===== config.mk =====
export PLATFORM = sky130hd
export DESIGN_NAME = bootrom_copier
export DESIGN_NICKNAME = d
export VERILOG_FILES = /design/src/rtl/bootrom_copier.sv
export SDC_FILE = /design/constraint.sdc
export NUM_CORES = 1
export LEC_CHECK = 0
export ABC_AREA = 1
export CORE_ASPECT_RATIO = 0.7
export CORE_MARGIN = 3
export CORE_UTILIZATION = 40
export DETAILED_ROUTE_END_ITERATION = 6
export PLACE_DENSITY_LB_ADDON = 0.2
export SLEW_MARGIN = 20
export SYNTH_ARGS = -nofsm -noshare
export SYNTH_HDL_FRONTEND = slang
export SYNTH_SLANG_ARGS = --single-unit

===== constraint.sdc =====
create_clock -name clk -period 5.6 [get_ports clk]
set_input_delay 0.84 -clock clk [delete_from_list [all_inputs] [get_ports clk]]
set_output_delay 0.84 -clock clk [all_outputs]
set_load 0.01 [all_outputs]

===== src/rtl/bootrom_copier.sv =====
// -----------------------------------------------------------------------------
// bootrom_copier
//
// Bus initiator that copies a block of 32-bit words from a source region to a
// destination region over a word-addressed access/cs/ack bus. Each word is one
// read followed by one write. Each request is held until it is acknowledged,
// and one idle turnaround cycle follows every acknowledged request. If a
// request waits too long without an acknowledge, the copy is aborted and
// flagged.
//
// Ports:
//   clk, rst          clock, asynchronous active-high reset
//   start             one-cycle copy request; ignored while a copy is running
//   src_addr/dst_addr first source / destination word addresses
//   word_count        number of words to copy (0 finishes at once)
//   busy, done, error copy status; done pulses once, error sticks until start
//   m_access, m_cs    bus request valid (identical signals)
//   m_addr, m_wr_en   word address and direction (1 = write)
//   m_bytesel         all lanes enabled while requesting
//   m_wr_val          write data
//   m_data, m_ack     responder read data and acknowledge
// -----------------------------------------------------------------------------
module bootrom_copier #(
  parameter int CNT_WIDTH = 12,
  parameter int TIMEOUT   = 255
) (
  input  logic                 clk,
  input  logic                 rst,
  input  logic                 start,
  input  logic [29:0]          src_addr,
  input  logic [29:0]          dst_addr,
  input  logic [CNT_WIDTH-1:0] word_count,
  output logic                 busy,
  output logic                 done,
  output logic                 error,
  output logic                 m_access,
  output logic                 m_cs,
  output logic [29:0]          m_addr,
  output logic                 m_wr_en,
  output logic [3:0]           m_bytesel,
  output logic [31:0]          m_wr_val,
  input  logic [31:0]          m_data,
  input  logic                 m_ack
);

  localparam int WAIT_W = $clog2(TIMEOUT + 1);

  typedef enum logic [2:0] {IDLE, RD, RD_GAP, WR, WR_GAP, FIN} state_t;

  state_t               state_q, state_d;
  logic [29:0]          src_q, src_d;
  logic [29:0]          dst_q, dst_d;
  logic [CNT_WIDTH-1:0] remaining_q, remaining_d;
  logic [31:0]          data_q, data_d;
  logic [WAIT_W-1:0]    wait_q, wait_d;
  logic                 error_d;
  logic                 timed_out;

  // Registered bus/status outputs, computed from the next state.
  logic                 busy_d, done_d, access_d, wr_en_d;
  logic [29:0]          addr_d;
  logic [31:0]          wr_val_d;

  assign timed_out = (wait_q == WAIT_W'(TIMEOUT));

  // Next-state logic.
  // NOTE: every variable gets a default before the case statement, so no path
  // leaves one unassigned and no latch is inferred.
  always_comb begin
    state_d     = state_q;
    src_d       = src_q;
    dst_d       = dst_q;
    remaining_d = remaining_q;
    data_d      = data_q;
    error_d     = error;
    // The wait counter restarts at zero on every entry into RD or WR.
    wait_d      = '0;

    case (state_q)
      IDLE: begin
        if (start) begin
          src_d       = src_addr;
          dst_d       = dst_addr;
          remaining_d = word_count;
          error_d     = 1'b0;
          state_d     = (word_count == '0) ? FIN : RD;
        end
      end
      RD: begin
        // An ack arriving on the timeout cycle still completes the transfer.
        if (m_ack) begin
          data_d  = m_data;
          src_d   = src_q + 30'd1;
          state_d = RD_GAP;
        end else if (timed_out) begin
          error_d = 1'b1;
          state_d = FIN;
        end else begin
          wait_d = wait_q + WAIT_W'(1);
        end
      end
      RD_GAP: state_d = WR;
      WR: begin
        if (m_ack) begin
          dst_d = dst_q + 30'd1;
          if (remaining_q != '0) remaining_d = remaining_q - CNT_WIDTH'(1);
          state_d = WR_GAP;
        end else if (timed_out) begin
          error_d = 1'b1;
          state_d = FIN;
        end else begin
          wait_d = wait_q + WAIT_W'(1);
        end
      end
      WR_GAP:  state_d = (remaining_q == '0) ? FIN : RD;
      FIN:     state_d = IDLE;
      default: state_d = IDLE;
    endcase
  end

  // Output values for the coming cycle, so every port comes from a flop.
  always_comb begin
    busy_d   = state_d inside {RD, RD_GAP, WR, WR_GAP};
    done_d   = (state_d == FIN);
    access_d = state_d inside {RD, WR};
    wr_en_d  = (state_d == WR);
    addr_d   = '0;
    wr_val_d = '0;
    if (state_d == RD) addr_d = src_d;
    if (state_d == WR) begin
      addr_d   = dst_d;
      wr_val_d = data_d;
    end
  end

  // NOTE: sequential state uses non-blocking assignments so every flop
  // samples pre-edge values regardless of statement order.
  always_ff @(posedge clk or posedge rst) begin
    if (rst) begin
      state_q     <= IDLE;
      src_q       <= '0;
      dst_q       <= '0;
      remaining_q <= '0;
      data_q      <= '0;
      wait_q      <= '0;
      busy        <= 1'b0;
      done        <= 1'b0;
      error       <= 1'b0;
      m_access    <= 1'b0;
      m_cs        <= 1'b0;
      m_wr_en     <= 1'b0;
      m_bytesel   <= 4'b0000;
      m_addr      <= '0;
      m_wr_val    <= '0;
    end else begin
      state_q     <= state_d;
      src_q       <= src_d;
      dst_q       <= dst_d;
      remaining_q <= remaining_d;
      data_q      <= data_d;
      wait_q      <= wait_d;
      busy        <= busy_d;
      done        <= done_d;
      error       <= error_d;
      m_access    <= access_d;
      m_cs        <= access_d;
      m_wr_en     <= wr_en_d;
      m_bytesel   <= access_d ? 4'b1111 : 4'b0000;
      m_addr      <= addr_d;
      m_wr_val    <= wr_val_d;
    end
  end

endmodule


**Yosys cells after proc, flatten, opt, wreduce, memory -nomap -nowiden**

Cells that the tools add are included.

- Logic and storage cells: 74
- Register bits after elaboration: 186
- Output and inout bits: 72
- Input bits: 108

- Reductions and logical operators: 11
- Equal/unequal tests: 15
- Muxes and demuxes: 30
- Add/subtract/negate cells: 4

Operators by type and width:

| kind | count |
|---|---|
| two-way mux 30 bit | 6 |
| one-hot mux 30 bit (2 select lines) | 2 |
| two-way mux 32 bit | 3 |
| adder 30 x 1 -> 30 bit (second input constant) | 2 |
| two-way mux 12 bit | 3 |
| zero test 12 bit | 2 |
| two-way mux 8 bit | 3 |
| one-hot mux 12 bit (2 select lines) | 1 |
| two-way mux 3 bit | 6 |
| one-hot mux 3 bit (5 select lines) | 1 |
| equality test 3 x 2 -> 1 bit (second input constant) | 4 |
| nonzero test 12 bit | 1 |
| subtractor 12 x 1 -> 12 bit (second input constant) | 1 |
| equality test 3 bit (second input constant) | 3 |
| adder 8 x 1 -> 8 bit (second input constant) | 1 |
| equality test 8 bit (second input constant) | 1 |
| inequality test 2 bit (second input constant) | 4 |
| AND reduction 4 bit | 2 |
| equality test 3 x 1 -> 1 bit (second input constant) | 2 |
| nonzero test 2 bit | 3 |
| two-way mux 4 bit | 1 |
| nonzero test 4 bit | 1 |
| zero test 3 bit | 1 |
| two-way mux 1 bit | 3 |
| other kinds (3) | 3 |

**Depth between registers and ports, before layout**

- Depth after elaboration: 7
- Mapped depth: 13
- Depth with buffers taken out: 12

**Least setup slack after synthesis**

No wires, ideal clock.

- Path type: in2reg
- From: in m_ack
- To: reg m_addr[14]
- Data arrival time: 1.983 ns
- Cell stages on the path: 10
- Library setup time: 0.065 ns
- Path buffers: 1
- Path slack: 3.553 ns
- Cell sequence: buf_2 nand2_1 nor2_2 nand2_1 nor3_2 nand3_1 or2_2 nand3_1 nand2_1 nand2_1

RTL lines:

| what | line | text |
|---|---|---|
| start, declared | 43 | `input logic m_ack` |
| two-way mux 30 bit | 91 | `if (m_ack) begin` |
| one-hot mux 30 bit (2 select lines) | 79 | `case (state_q)` |
| via src_d[14] | 51 | `logic [29:0] src_q, src_d;` |
| two-way mux 30 bit | 129 | `if (state_d == RD) addr_d = src_d;` |
| two-way mux 30 bit | 130 | `if (state_d == WR) begin` |
| via addr_d[14] | 61 | `logic [29:0] addr_d;` |
| end signal, assigned | 169 | `m_addr <= addr_d;` |
| end, declared | 38 | `output logic [29:0] m_addr,` |

The timed path passes the listed nets, and every way through them passes these cells.
A chain may end at the register's enable or synchronous reset.

**Final worst setup path**

- From: in m_ack
- To: reg m_addr[24]

- Word-level cells in the longest chain between the ends: 5

Ends and longest elaborated chain:

| what | line |
|---|---|
| two-way mux 3 bit (on tied branches) | 104, 91 |
| one-hot mux 3 bit (5 select lines) | 79 |
| equality test 3 x 1 -> 1 bit | 129 |
| two-way mux 30 bit | 129 |
| two-way mux 30 bit (*) | 130 |
| via addr_d[24] | 61 |

The timed path passes the listed nets; every way through them passes the cells marked *.

==> results.sh <==
export IMPL_syn_inst=1144
export IMPL_antenna_found_initial=0
export IMPL_ys_top_cells_by_area="dfrtp_1, nand2_1, nand3_1"
export IMPL_ys_ff_latch=182
export IMPL_drive_gt1_frac=0.0517
export IMPL_drv_slew=0
export IMPL_slowest_delay_ps=620
export IMPL_synth_seq_area_share=0.501
export IMPL_min_path_type="register to register"
export IMPL_clockBufferDepth=2
export IMPL_grt_max_degree=183
export IMPL_status="completed"
export IMPL_crit_top_cell="nand2_1"
export IMPL_die_area_um2=24600
export IMPL_h_tree_depth=4
export IMPL_synthTopCellsByCount="nand2_1, dfrtp_1, nor2_1, nand3_1, inv_1"
export IMPL_met2_length_um=11400
export IMPL_via_count=8259
export IMPL_synth_compound_area_share=0.0841
export IMPL_cts_tree="yes"
export IMPL_dp_slack_ps=1800
export IMPL_synth_xor_xnor_area_share=0.0145
export IMPL_intPower_mw=3.48
export IMPL_netlist_area_um2=9090
export IMPL_syn_to_final_growth_pct=28.7
export IMPL_synth_main_ff_cell="dfrtp_1"
export IMPL_path_cells="clkdlybuf4s50_1, buf_4, inv_1, nor2_4, buf_4, inv_2, nand2_1, inv_2, a21oi_4, nand2_1, nand2_1"
export IMPL_grt_usage=0.220
export IMPL_drv_cap=0
export IMPL_crit_slowest_cell="a21oi_4"
export IMPL_crit_required_ps=5950
export IMPL_drt_initial_drc_count=811
export IMPL_ir_worst_vdd_uv=304
export IMPL_path_class="input port to register"
export IMPL_period_needed_ps=3370
export IMPL_crit_path_end_kind="register"
export IMPL_grt_pass1_vias=7820
export IMPL_yosysMostFrequentCell="nand2_1"
export IMPL_post_cts_setup_buffers=0
export IMPL_die_h_um=132
export IMPL_rows=45
export IMPL_met3_length_um=2050
export IMPL_power_switching_mw=2.50
export IMPL_synthMuxAreaShare=0
export IMPL_clock_fmax_ghz=0.297
export IMPL_wl_met1_um=12900
export IMPL_finalSetupViolations=0
export IMPL_final_area_um2=11700
export IMPL_finalWorstSetupSlack_ps=2230
export IMPL_p_total_mw=5.98
export IMPL_wire_per_inst_um=16.5
export IMPL_yosysWarnings=0
export IMPL_start_util=0.413
export IMPL_grt_first_pass_wirelength_um=42600
export IMPL_synthAdderAreaFrac=0.00688
export IMPL_diodes=0
export IMPL_finalNetCount=1417
export IMPL_dp_cells=1590
export IMPL_routed_wl_um=26700
export IMPL_hpwl_um=19000
export IMPL_power_density_nw_per_um2=511
export IMPL_synth_nets=1257
export IMPL_synth_cell_types=41
export IMPL_clkPwrFrac=0.213
export IMPL_maxUsedRoutingLayer="met4"
export IMPL_synth_edff_count=0
export IMPL_clock_sinks=182
export IMPL_crit_arrival_ps=3720
export IMPL_fin_setup_tns_ps=0
export IMPL_clk_latency_ps=430
export IMPL_clkTransAtPathRegs_ps=70
export IMPL_portBuffers=179
export IMPL_ios=180
export IMPL_cp_max_fo=38
export IMPL_synth_avg_cell_area_um2=7.94
export IMPL_die_x_um=186
export IMPL_core_area_um2=22000
export IMPL_drtAntennaViolNets=0
export IMPL_drc_errors=0
export IMPL_routed_via_density=5.10
export IMPL_cts_root_buf="clkbuf_16"
export IMPL_synth_area_leader_cell="dfrtp_1"
export IMPL_overflow=0
export IMPL_cts_buffers=17
export IMPL_globalplace_congestion=0.928
export IMPL_ys_async_sr_fraction=1.00
export IMPL_ctsHoldBuffers=0
export IMPL_synth_top_family_by_area="simple AND/OR/NAND/NOR gates"
export IMPL_worstMarginPinSlew_ps=1080
export IMPL_skew_ps=9.70
export IMPL_comb_power_share=0.420
export IMPL_firstDrtPassIters=6
export IMPL_yosys_area_share_simple=0.331
export IMPL_hold_viol=0
export IMPL_max_slew_margin=0.278
export IMPL_swShare=0.418
export IMPL_fin_crit_sh=0.601
export IMPL_fillers=2097
export IMPL_stdcell_count=1620
export IMPL_cts_resized=0
export IMPL_place_area_um2=11100
export IMPL_leakage_nw=5.49
export IMPL_rsz0062_at_grt="no"
export IMPL_netlist_area_leader_share=0.501
export IMPL_critPathLaunchType="input port"
export IMPL_seq_power_share=0.367
## through the flow
step	util	hold WS (ps)
detailed placement	0.503	449
CTS	0.531	465
global route	0.531	482
floorplan	-	431
global placement	0.503	443
finish	0.531	458
## sequential cells by signal (all words and copies together), names as in the netlist
register     flops
m_bytesel        1
error            1
m_addr          30
src_q           30
dst_q           30
data_q          32
state_q          3
busy             1
wait_q           8
remaining_q     12
m_wr_val        32
m_wr_en          1
done             1
## cell families (layout without fill, tap and decap cells)
kind of cell | after synthesis | in the layout
AND/OR/NAND/NOR | 690 | 690
flip-flops | 182 | 182
buffers and inverters | 132 | 303
AO/OA/AOI/OAI | 120 | 120
XOR/XNOR | 15 | 15
adder cells (fa/ha/maj) | 5 | 5
## placed cells by master (no fill, tap or decap), drive strengths merged, types with 6 or more instances in the layout
master and count:
dfrtp 182, nor3 25, a21oi 16, xor2 10, o21ai 42, clkbuf 19
nor2 103, buf 6, o211ai 13, nand3 85, nand2 414, and3 32
inv 89, clkdlybuf4s50 179, a22oi 39, nand4 19
## per-layer routing
layer / GRT usage / up-vias
met4: 0.0513 / 0
li1: - / 4049
met5: 0 / -
met2: 0.314 / 298
met3: 0.0450 / 24
met1: 0.341 / 3888
## area by class of cell
type	instances	area, µm²	share of cell area
clock buffer	19	443	0.0379
clock inverter	11	173	0.0148
inverter	88	334	0.0286
multi-input combinational	830	3960	0.339
sequential	182	4550	0.389
tap	305	382	0.0326
timing repair buffer	185	1850	0.158
## power groups by stage
stage / sequential, mW / clock, mW / combinational (mW)
floorplan: 2.16 / 0 / 1.68
global placement: 2.20 / 0 / 2.48
detailed placement: 2.20 / 0 / 2.51
CTS: 2.19 / 1.30 / 2.53
global route: 2.26 / 1.35 / 2.84
finish: 2.20 / 1.27 / 2.51
## worst paths after layout
path | start | slack, ps | to | cells past startpoint
setup reg to reg | state_q[1]$_DFF_PP0_ | 2640 | m_addr[24]$_DFF_PP0_ | 10
hold / removal | wait_q[0]$_DFF_PP0_ | 460 | wait_q[0]$_DFF_PP0_ | 1
min in group asynchronous | rst | 970 | wait_q[1]$_DFF_PP0_ | 3
max in group asynchronous | rst | 3750 | dst_q[9]$_DFF_PP0_ | 3
setup / recovery | m_ack | 2230 | m_addr[24]$_DFF_PP0_ | 11
hold reg to reg | wait_q[0]$_DFF_PP0_ | 460 | wait_q[0]$_DFF_PP0_ | 1
## critical path, delay by kind of cell
family / cells / cell delay, ps
AOI/OAI and AO/OA: 1 / 620
buffers and inverters: 6 / 1670
and+or+nand+nor: 4 / 550
Note: power is estimated with default switching activity, not from simulation.
